File: config.mk
export PLATFORM = sky130hd
export DESIGN_NAME = mc_ctrl
export DESIGN_NICKNAME = d
export VERILOG_FILES = /design/src/rtl/mc_ctrl.sv
export SDC_FILE = /design/constraint.sdc
export NUM_CORES = 1
export LEC_CHECK = 0
export BUFFER_PORTS_ARGS = -buffer_cell sky130_fd_sc_hd__buf_2
export CORE_MARGIN = 3
export CORE_UTILIZATION = 39
export DETAILED_ROUTE_END_ITERATION = 8
export GPL_TIMING_DRIVEN = 0
export PLACE_DENSITY = 0.74
export SYNTH_ARGS = -nofsm -noshare
export SYNTH_HDL_FRONTEND = slang
export SYNTH_SLANG_ARGS = --single-unit
File: constraint.sdc
create_clock -name clk -period 1.25 [get_ports clk]
set_clock_uncertainty 0.05 [all_clocks]
set_input_delay 0.125 -clock clk [delete_from_list [all_inputs] [get_ports clk]]
set_output_delay 0.125 -clock clk [all_outputs]
set_load 0.1 [all_outputs]
File: src/rtl/mc_ctrl.sv
// ============================================================================
//  Module   : mc_ctrl
//  Purpose  : Multi-cycle MIPS-subset main controller (FSM + decode).
//             Optional memory wait states enabled by defining MC_MEMWAIT_EN.
//  Revision : 1.0 - initial release
// ============================================================================
`default_nettype none

`ifndef EXT_ZERO
`define EXT_ZERO    2'd0
`endif
`ifndef EXT_SIGNED
`define EXT_SIGNED  2'd1
`endif
`ifndef EXT_HIGHPOS
`define EXT_HIGHPOS 2'd2
`endif

module mc_ctrl (
    input  logic       clk,
    input  logic       rst,
    input  logic [5:0] Op,
    input  logic [5:0] Funct,
    input  logic       Zero,
    input  logic       mem_ready,
    output logic       PCWr,
    output logic       IRWr,
    output logic       RFWr,
    output logic       DMWr,
    output logic [1:0] EXTOp,
    output logic [2:0] ALUOp,
    output logic       ALUSrcB,
    output logic       RegDst,
    output logic       WDSel,
    output logic [1:0] NPCOp,
    output logic       retire,
    output logic       illegal
);

    typedef enum logic [3:0] {
        S_FETCH  = 4'd0,
        S_DECODE = 4'd1,
        S_EXEC   = 4'd2,
        S_ALUWB  = 4'd3,
        S_MEMADR = 4'd4,
        S_MEMRD  = 4'd5,
        S_MEMWB  = 4'd6,
        S_MEMWR  = 4'd7,
        S_BRANCH = 4'd8,
        S_JUMP   = 4'd9
    } state_t;

    localparam logic [5:0] C_OP_RTYPE = 6'h00;
    localparam logic [5:0] C_OP_ADDIU = 6'h09;
    localparam logic [5:0] C_OP_ORI   = 6'h0D;
    localparam logic [5:0] C_OP_LUI   = 6'h0F;
    localparam logic [5:0] C_OP_LW    = 6'h23;
    localparam logic [5:0] C_OP_SW    = 6'h2B;
    localparam logic [5:0] C_OP_BEQ   = 6'h04;
    localparam logic [5:0] C_OP_J     = 6'h02;

    localparam logic [5:0] C_FN_ADDU  = 6'h21;
    localparam logic [5:0] C_FN_SUBU  = 6'h23;
    localparam logic [5:0] C_FN_AND   = 6'h24;
    localparam logic [5:0] C_FN_OR    = 6'h25;
    localparam logic [5:0] C_FN_SLT   = 6'h2A;

    localparam logic [2:0] C_ALU_ADD  = 3'd0;
    localparam logic [2:0] C_ALU_SUB  = 3'd1;
    localparam logic [2:0] C_ALU_AND  = 3'd2;
    localparam logic [2:0] C_ALU_OR   = 3'd3;
    localparam logic [2:0] C_ALU_SLT  = 3'd4;

    localparam logic [1:0] C_NPC_SEQ  = 2'd0;
    localparam logic [1:0] C_NPC_BR   = 2'd1;
    localparam logic [1:0] C_NPC_JMP  = 2'd2;

    state_t     r_state_q;
    state_t     w_state_d;

    logic       w_rtype_ok;
    logic [2:0] w_rtype_aluop;
    logic       w_is_ialu;
    logic       w_is_lw;
    logic       w_is_sw;
    logic       w_is_beq;
    logic       w_is_j;
    logic [2:0] w_exec_aluop;
    logic       w_mem_go;

    logic       w_pcwr;
    logic       w_irwr;
    logic       w_rfwr;
    logic       w_dmwr;
    logic [2:0] w_aluop;
    logic       w_alusrcb;
    logic       w_regdst;
    logic       w_wdsel;
    logic [1:0] w_npcop;
    logic       w_retire;
    logic       w_illegal;

`ifdef MC_MEMWAIT_EN
    assign w_mem_go = mem_ready;
`else
    logic w_unused_mem_ready;
    assign w_unused_mem_ready = mem_ready;
    assign w_mem_go           = 1'b1;
`endif

    // Instruction class decode; Op/Funct are stable once the IR has been loaded.
    always_comb begin
        w_rtype_ok    = 1'b1;
        w_rtype_aluop = C_ALU_ADD;
        unique case (Funct)
            C_FN_ADDU: w_rtype_aluop = C_ALU_ADD;
            C_FN_SUBU: w_rtype_aluop = C_ALU_SUB;
            C_FN_AND:  w_rtype_aluop = C_ALU_AND;
            C_FN_OR:   w_rtype_aluop = C_ALU_OR;
            C_FN_SLT:  w_rtype_aluop = C_ALU_SLT;
            default:   w_rtype_ok    = 1'b0;
        endcase
    end

    assign w_is_ialu = (Op == C_OP_ADDIU) || (Op == C_OP_ORI) || (Op == C_OP_LUI);
    assign w_is_lw   = (Op == C_OP_LW);
    assign w_is_sw   = (Op == C_OP_SW);
    assign w_is_beq  = (Op == C_OP_BEQ);
    assign w_is_j    = (Op == C_OP_J);

    always_comb begin
        w_exec_aluop = C_ALU_ADD;
        if (Op == C_OP_RTYPE) begin
            w_exec_aluop = w_rtype_aluop;
        end else if (Op == C_OP_ORI) begin
            w_exec_aluop = C_ALU_OR;
        end
    end

    always_comb begin
        EXTOp = `EXT_SIGNED;
        if (Op == C_OP_ORI) begin
            EXTOp = `EXT_ZERO;
        end else if (Op == C_OP_LUI) begin
            EXTOp = `EXT_HIGHPOS;
        end
    end

    always_ff @(posedge clk or posedge rst) begin
        if (rst) begin
            r_state_q <= S_FETCH;
        end else begin
            r_state_q <= w_state_d;
        end
    end

    always_comb begin
        w_state_d = r_state_q;
        w_pcwr    = 1'b0;
        w_irwr    = 1'b0;
        w_rfwr    = 1'b0;
        w_dmwr    = 1'b0;
        w_aluop   = C_ALU_ADD;
        w_alusrcb = 1'b0;
        w_regdst  = 1'b0;
        w_wdsel   = 1'b0;
        w_npcop   = C_NPC_SEQ;
        w_retire  = 1'b0;
        w_illegal = 1'b0;

        unique case (r_state_q)
            S_FETCH: begin
                if (w_mem_go) begin
                    w_irwr    = 1'b1;
                    w_pcwr    = 1'b1;
                    w_state_d = S_DECODE;
                end
            end
            S_DECODE: begin
                if (((Op == C_OP_RTYPE) && w_rtype_ok) || w_is_ialu) begin
                    w_state_d = S_EXEC;
                end else if (w_is_lw || w_is_sw) begin
                    w_state_d = S_MEMADR;
                end else if (w_is_beq) begin
                    w_state_d = S_BRANCH;
                end else if (w_is_j) begin
                    w_state_d = S_JUMP;
                end else begin
                    w_illegal = 1'b1;
                    w_state_d = S_FETCH;
                end
            end
            S_EXEC: begin
                w_aluop   = w_exec_aluop;
                w_alusrcb = w_is_ialu;
                w_state_d = S_ALUWB;
            end
            // ALU controls held so the result stays valid through write-back.
            S_ALUWB: begin
                w_aluop   = w_exec_aluop;
                w_alusrcb = w_is_ialu;
                w_rfwr    = 1'b1;
                w_regdst  = (Op == C_OP_RTYPE);
                w_retire  = 1'b1;
                w_state_d = S_FETCH;
            end
            S_MEMADR: begin
                w_alusrcb = 1'b1;
                w_state_d = w_is_lw ? S_MEMRD : S_MEMWR;
            end
            S_MEMRD: begin
                if (w_mem_go) begin
                    w_state_d = S_MEMWB;
                end
            end
            S_MEMWB: begin
                w_rfwr    = 1'b1;
                w_wdsel   = 1'b1;
                w_retire  = 1'b1;
                w_state_d = S_FETCH;
            end
            S_MEMWR: begin
                if (w_mem_go) begin
                    w_dmwr    = 1'b1;
                    w_retire  = 1'b1;
                    w_state_d = S_FETCH;
                end
            end
            S_BRANCH: begin
                w_aluop   = C_ALU_SUB;
                w_npcop   = C_NPC_BR;
                w_pcwr    = Zero;
                w_retire  = 1'b1;
                w_state_d = S_FETCH;
            end
            S_JUMP: begin
                w_npcop   = C_NPC_JMP;
                w_pcwr    = 1'b1;
                w_retire  = 1'b1;
                w_state_d = S_FETCH;
            end
            default: begin
                w_state_d = S_FETCH;
            end
        endcase
    end

    // Side-effecting strobes are suppressed for the whole time reset is high.
    assign PCWr    = w_pcwr    & ~rst;
    assign IRWr    = w_irwr    & ~rst;
    assign RFWr    = w_rfwr    & ~rst;
    assign DMWr    = w_dmwr    & ~rst;
    assign retire  = w_retire  & ~rst;
    assign illegal = w_illegal & ~rst;
    assign ALUOp   = w_aluop;
    assign ALUSrcB = w_alusrcb;
    assign RegDst  = w_regdst;
    assign WDSel   = w_wdsel;
    assign NPCOp   = w_npcop;

endmodule

`default_nettype wire

==> results.toml, run 1 <==
[floorplan]
die_y_um = 44.7
io_pins = 32
row_count = 13
fp.dieW_um = 44.7
start_util_pct = 43.2

[clock_network]
ctsResizeCount = 83
cts-root-buf = "clkbuf_4"
hold_buffers = 1
cts_made_buffers = 3
post_cts.repair.setup_buffers = 18
clock_path_buffers = 2
htree_levels = 1
cts.sinks = 4

[synth]
yosysUniqueCellTypes = 32
seq_area_frac_synth_pct = 17.2
synth_nets = 99
ys_ff_latch = 4
syn_area_per_cell_um2 = 7.02
yosysWarnings = 0
syn_area_um2 = 583
syn_inst = 83

[outcome]
error = "[ERROR DPL-0038] Utilization greater than 100%, impossible to legalize"
status = "stopped before the end"
stop_stage = "4_1_cts"

[place]
gp_congestion = 0.830
post-dp-hpwl_mm = 1.40
io_buffers = 30
dp.cells = 128
dpl-instance-area_um2 = 953
-- kinds of logic after synthesis --
kind of cell / synth area share, %
DFF: 17.2
AOI/OAI and AO/OA: 13.1
muxes: 1.72
xor gates and xnor gates: 4.51
and+or+nand+nor: 59.4
buffers and inverters: 4.08
-- synthesized netlist by cell type --
| cell type | count | area, um^2 |
|---|---|---|
| xnor2_1 | 1 | 8.76 |
| nor2b_1 | 1 | 6.26 |
| a211oi_1 | 1 | 7.51 |
| dfrtp_1 | 4 | 100 |
| nor4_4 | 1 | 21.3 |
| clkbuf_1 | 2 | 7.51 |
| nand4_1 | 2 | 12.5 |
| and3_1 | 1 | 6.26 |
| nand2_1 | 6 | 22.5 |
| nor4b_1 | 1 | 8.76 |
| a21o_1 | 1 | 7.51 |
| or3b_1 | 1 | 8.76 |
| xor2_1 | 2 | 17.5 |
| nand4bb_1 | 1 | 11.3 |
| inv_1 | 2 | 7.51 |
| buf_2 | 1 | 5.00 |
| nor4_1 | 3 | 18.8 |
| or3_1 | 3 | 18.8 |
| nor3b_1 | 3 | 22.5 |
| or4b_1 | 1 | 10.0 |
| mux2i_1 | 1 | 10.0 |
| o21ai_0 | 1 | 5.00 |
| o21bai_2 | 1 | 11.3 |
| or2_1 | 1 | 6.26 |
| nand3b_1 | 3 | 22.5 |
| nor2_1 | 12 | 45.0 |
| buf_1 | 1 | 3.75 |
| nand2b_1 | 8 | 50.1 |
| nor3_1 | 7 | 35.0 |
| a21oi_1 | 7 | 35.0 |
| o32a_1 | 1 | 10.0 |
| nand3_2 | 2 | 20.0 |
-- per-stage QoR --
stage | setup TNS [ns] | setup WS [ns] | hold slack [ns]
detailed placement | -6.42 | -0.732 | 0.0992
global placement | -6.17 | -0.726 | 0.0921
floorplan | -7.55 | -0.782 | -0.142
==> run 2, diff against run 1 <==
--- a/config.mk
+++ b/config.mk
@@ -6,11 +6,11 @@
 export NUM_CORES = 1
 export LEC_CHECK = 0
 export BUFFER_PORTS_ARGS = -buffer_cell sky130_fd_sc_hd__buf_2
-export CORE_MARGIN = 3
-export CORE_UTILIZATION = 39
+export CORE_AREA = 3 3 64 66
 export DETAILED_ROUTE_END_ITERATION = 8
+export DIE_AREA = 0 0 67 69
 export GPL_TIMING_DRIVEN = 0
-export PLACE_DENSITY = 0.74
+export PLACE_DENSITY_LB_ADDON = 0.15
 export SYNTH_ARGS = -nofsm -noshare
 export SYNTH_HDL_FRONTEND = slang
 export SYNTH_SLANG_ARGS = --single-unit
==> constraint.sdc (replaced) <==
create_clock -name clk -period 1.6 [get_ports clk]
set_clock_uncertainty 0.05 [all_clocks]
set_input_delay 0.16 -clock clk [delete_from_list [all_inputs] [get_ports clk]]
set_output_delay 0.16 -clock clk [all_outputs]
set_load 0.1 [all_outputs]
==> run 2 against run 1 <==
Effect of this change:
- the flow now finishes, with violations (setup timing)
- synthesized cell count did not move
- synthesized area did not move
==> results.toml, run 2 <==
[floorplan]
row_count = 22
fp.dieW_um = 67
die_y_um = 69
io_pins = 32
start_util_pct = 16.0
die-area_um2 = 4620
fp.coreArea_um2 = 3630

[clock_network]
clk_latency_ns = 0.22
htree_levels = 1
cts_made_buffers = 3
cts.sinks = 4
cts-root-buf = "clkbuf_8"
cts_tree = "built"
clock_path_buffers = 2
path_clk_slew_ns = 0.03

[hold_path]
whs_path_depth = 4
hold_path_class = "in -> reg"

[power_and_ir_drop]
swShare_pct = 48.6
p_switching_w = 0.000869
p_clk_share_pct = 11.8
leakage_nw = 0.630
comb_power_share_pct = 78.2
p_total_w = 0.00179
sequentialPowerShare_pct = 10.0
pwr_density_cell_nw_per_um2 = 1160
intPower_w = 0.000918
ir_worst_vdd_v = 0.000422

[synth]
yosys-top-cells-area = "dfrtp_1, nand2b_1, nor2_1"
synth_nets = 99
syn_area_um2 = 583
synth.most_common_cell = "nor2_1"
synth_common_cells = "nor2_1, nand2b_1, a21oi_1, nor3_1, nand2_1"
synth_top_family_by_area = "simple AND/OR/NAND/NOR gates"
ys.flop_type = "dfrtp_1"
synth.top_cell.area_share_pct = 17.2
synthXorXnorAreaFrac_pct = 4.51
synth-simple-area-share_pct = 59.4
muxShareOfSynthArea_pct = 1.72
synth_edf_count = 0
yosysTopAreaCell = "dfrtp_1"
ys_ff_latch = 4
syn_area_per_cell_um2 = 7.02
yosysUniqueCellTypes = 32
syn_inst = 83
yosysWarnings = 0
seq_area_frac_synth_pct = 17.2
synthAdderAreaFrac_pct = 0
async_flop_share_pct = 100
synth_compound_area_share_pct = 13.1

[sta]
period_share_pct = 109
slew_headroom_pct = 67.8
max_freq_mhz = 575
min_period_ns = 1.74
tns_ns = -0.805
final_hold_viol_count = 0
worst_pin_slew_ns = 0.486
maxSlewViolCount = 0
setup_slack_ns = -0.141
rsz0062_at_grt = "true"
setup-violations-final = 9

[critical_path]
crit_arrival_ns = 1.53
critPathKind = "reg -> out"
crit_chain = "buf_6 -> nand2b_4 -> or2_4 -> nor3_4 -> buf_12"
crit_path_max_fanout = 5
endpoint_kind = "output port"
critPathRequiredTime_ns = 1.39
r2r_slack_ns = 0.07
rr_worst_depth = 5
critPathMaxStageDelay_ns = 0.38
cp-start-kind = "flip-flop"
cp_slowest_cell = "dfrtp_1"

[finish]
multi_input_area_um2 = 712
area_delta_synth_final_pct = 164
diodes = 0
register_area_um2 = 104
fillers = 368
top_register = "r_state_q"
top_regs = "r_state_q: 4 flops"
final_common_cell = "buf_4"
layout.nets = 157
drive_gt1_share_pct = 69.1
final_cell_mix = "buf_4, buf_2, buf_12, buf_6"
largest_reg_flops = 4

[place]
pre_cts_ws_ns = -0.499
gp_congestion = 0.715
io_buffers = 30
post-dp-hpwl_mm = 1.59

[drt]
via_count = 823
avgViaCountPerCell = 4.40
wl_per_cell_um = 12.2
drt-initial-drc-count = 7
post-route-drc-count = 0
dr.pass1.iters = 4
drtAntennaViolNets = 0
wirelength_mm = 2.27

[grt]
antenna_found_initial = 0
grt_pass1_vias = 788
track_usage_pct = 10.3
grt_overflow = 0
grt_pass1_wl_mm = 3.77
grt_max_degree = 11

[outcome]
status = "finished with violations"
violations = "setup timing"

[job]
maxCapViolCount = 0
-- run 2: logic make-up (layout without fill, tap and decap cells) --
kind of cell / after synthesis / after routing
xor+xnor: 3 / 3
mux: 1 / 1
compound gates: 12 / 12
flops: 4 / 4
simple gates: 57 / 57
buf+inv: 6 / 62
-- run 2: timing repair --
action	4_1_cts	5_1_grt
resized for setup	50	34
endpoints found under the hold margin	4	0
endpoints found under the setup margin	14	16
hold buffers	1	0
pin swaps	6	13
setup buffers	11	12
-- run 2: layout make-up --
cell class	instances	share of cell area, %
Multi-Input combinational cell	73	46.3
Timing Repair Buffer	53	35.8
Sequential cell	4	6.75
Buffer	4	4.07
Tap cell	48	3.91
Clock buffer	3	2.69
Inverter	2	0.488
-- run 2: stage by stage --
stage / hold slack, ns / util [%] / cells / cell area [um^2]
3_5_place_dp: 0.133 / 27.4 / 161 / 995
6_report: 0.312 / 42.3 / 187 / 1540
4_1_cts: 0.315 / 36.5 / 176 / 1330
3_3_place_gp: 0.139 / 27.4 / 161 / 995
2_1_floorplan: -0.111 / - / 83 / 785
5_1_grt: 0.325 / 42.3 / 187 / 1540
-- run 2: final timing paths --
check	startpoint	to
max reg2reg	r_state_q[0]	r_state_q[1]
max in group asynchronous	rst	r_state_q[1]
min reg2reg	r_state_q[1]	r_state_q[2]
max	r_state_q[3]	ALUOp[2]
min	Op[2]	r_state_q[3]
min in group asynchronous	rst	r_state_q[0]
-- run 2: critical path: cells and delay by family (launching register included) --
family	cells	cell delay [ns]
flops	1	0.38
buf+inv	2	0.34
simple gates	3	0.60
-- run 2: power groups by stage --
stage / clock, W / sequential [W] / combinational, W
after floorplan: 0 / 0.000161 / 0.000769
after global placement: 0 / 0.000177 / 0.000906
after detailed placement: 0 / 0.000177 / 0.000909
after CTS: 0.000215 / 0.000178 / 0.00114
after global routing: 0.000229 / 0.000185 / 0.00148
final: 0.000210 / 0.000179 / 0.00140
-- run 2: routing by layer --
| metal | vias to the layer above | wire (um) | GRT usage [%] |
|---|---|---|---|
| li1 | 417 | - | - |
| met1 | 381 | 988 | 14.0 |
| met2 | 21 | 1160 | 15.8 |
| met3 | 4 | 98 | 2.61 |
| met4 | 0 | 26 | 3.38 |
| met5 | - | 0 | 0 |
(Power assumes the default switching activity.)
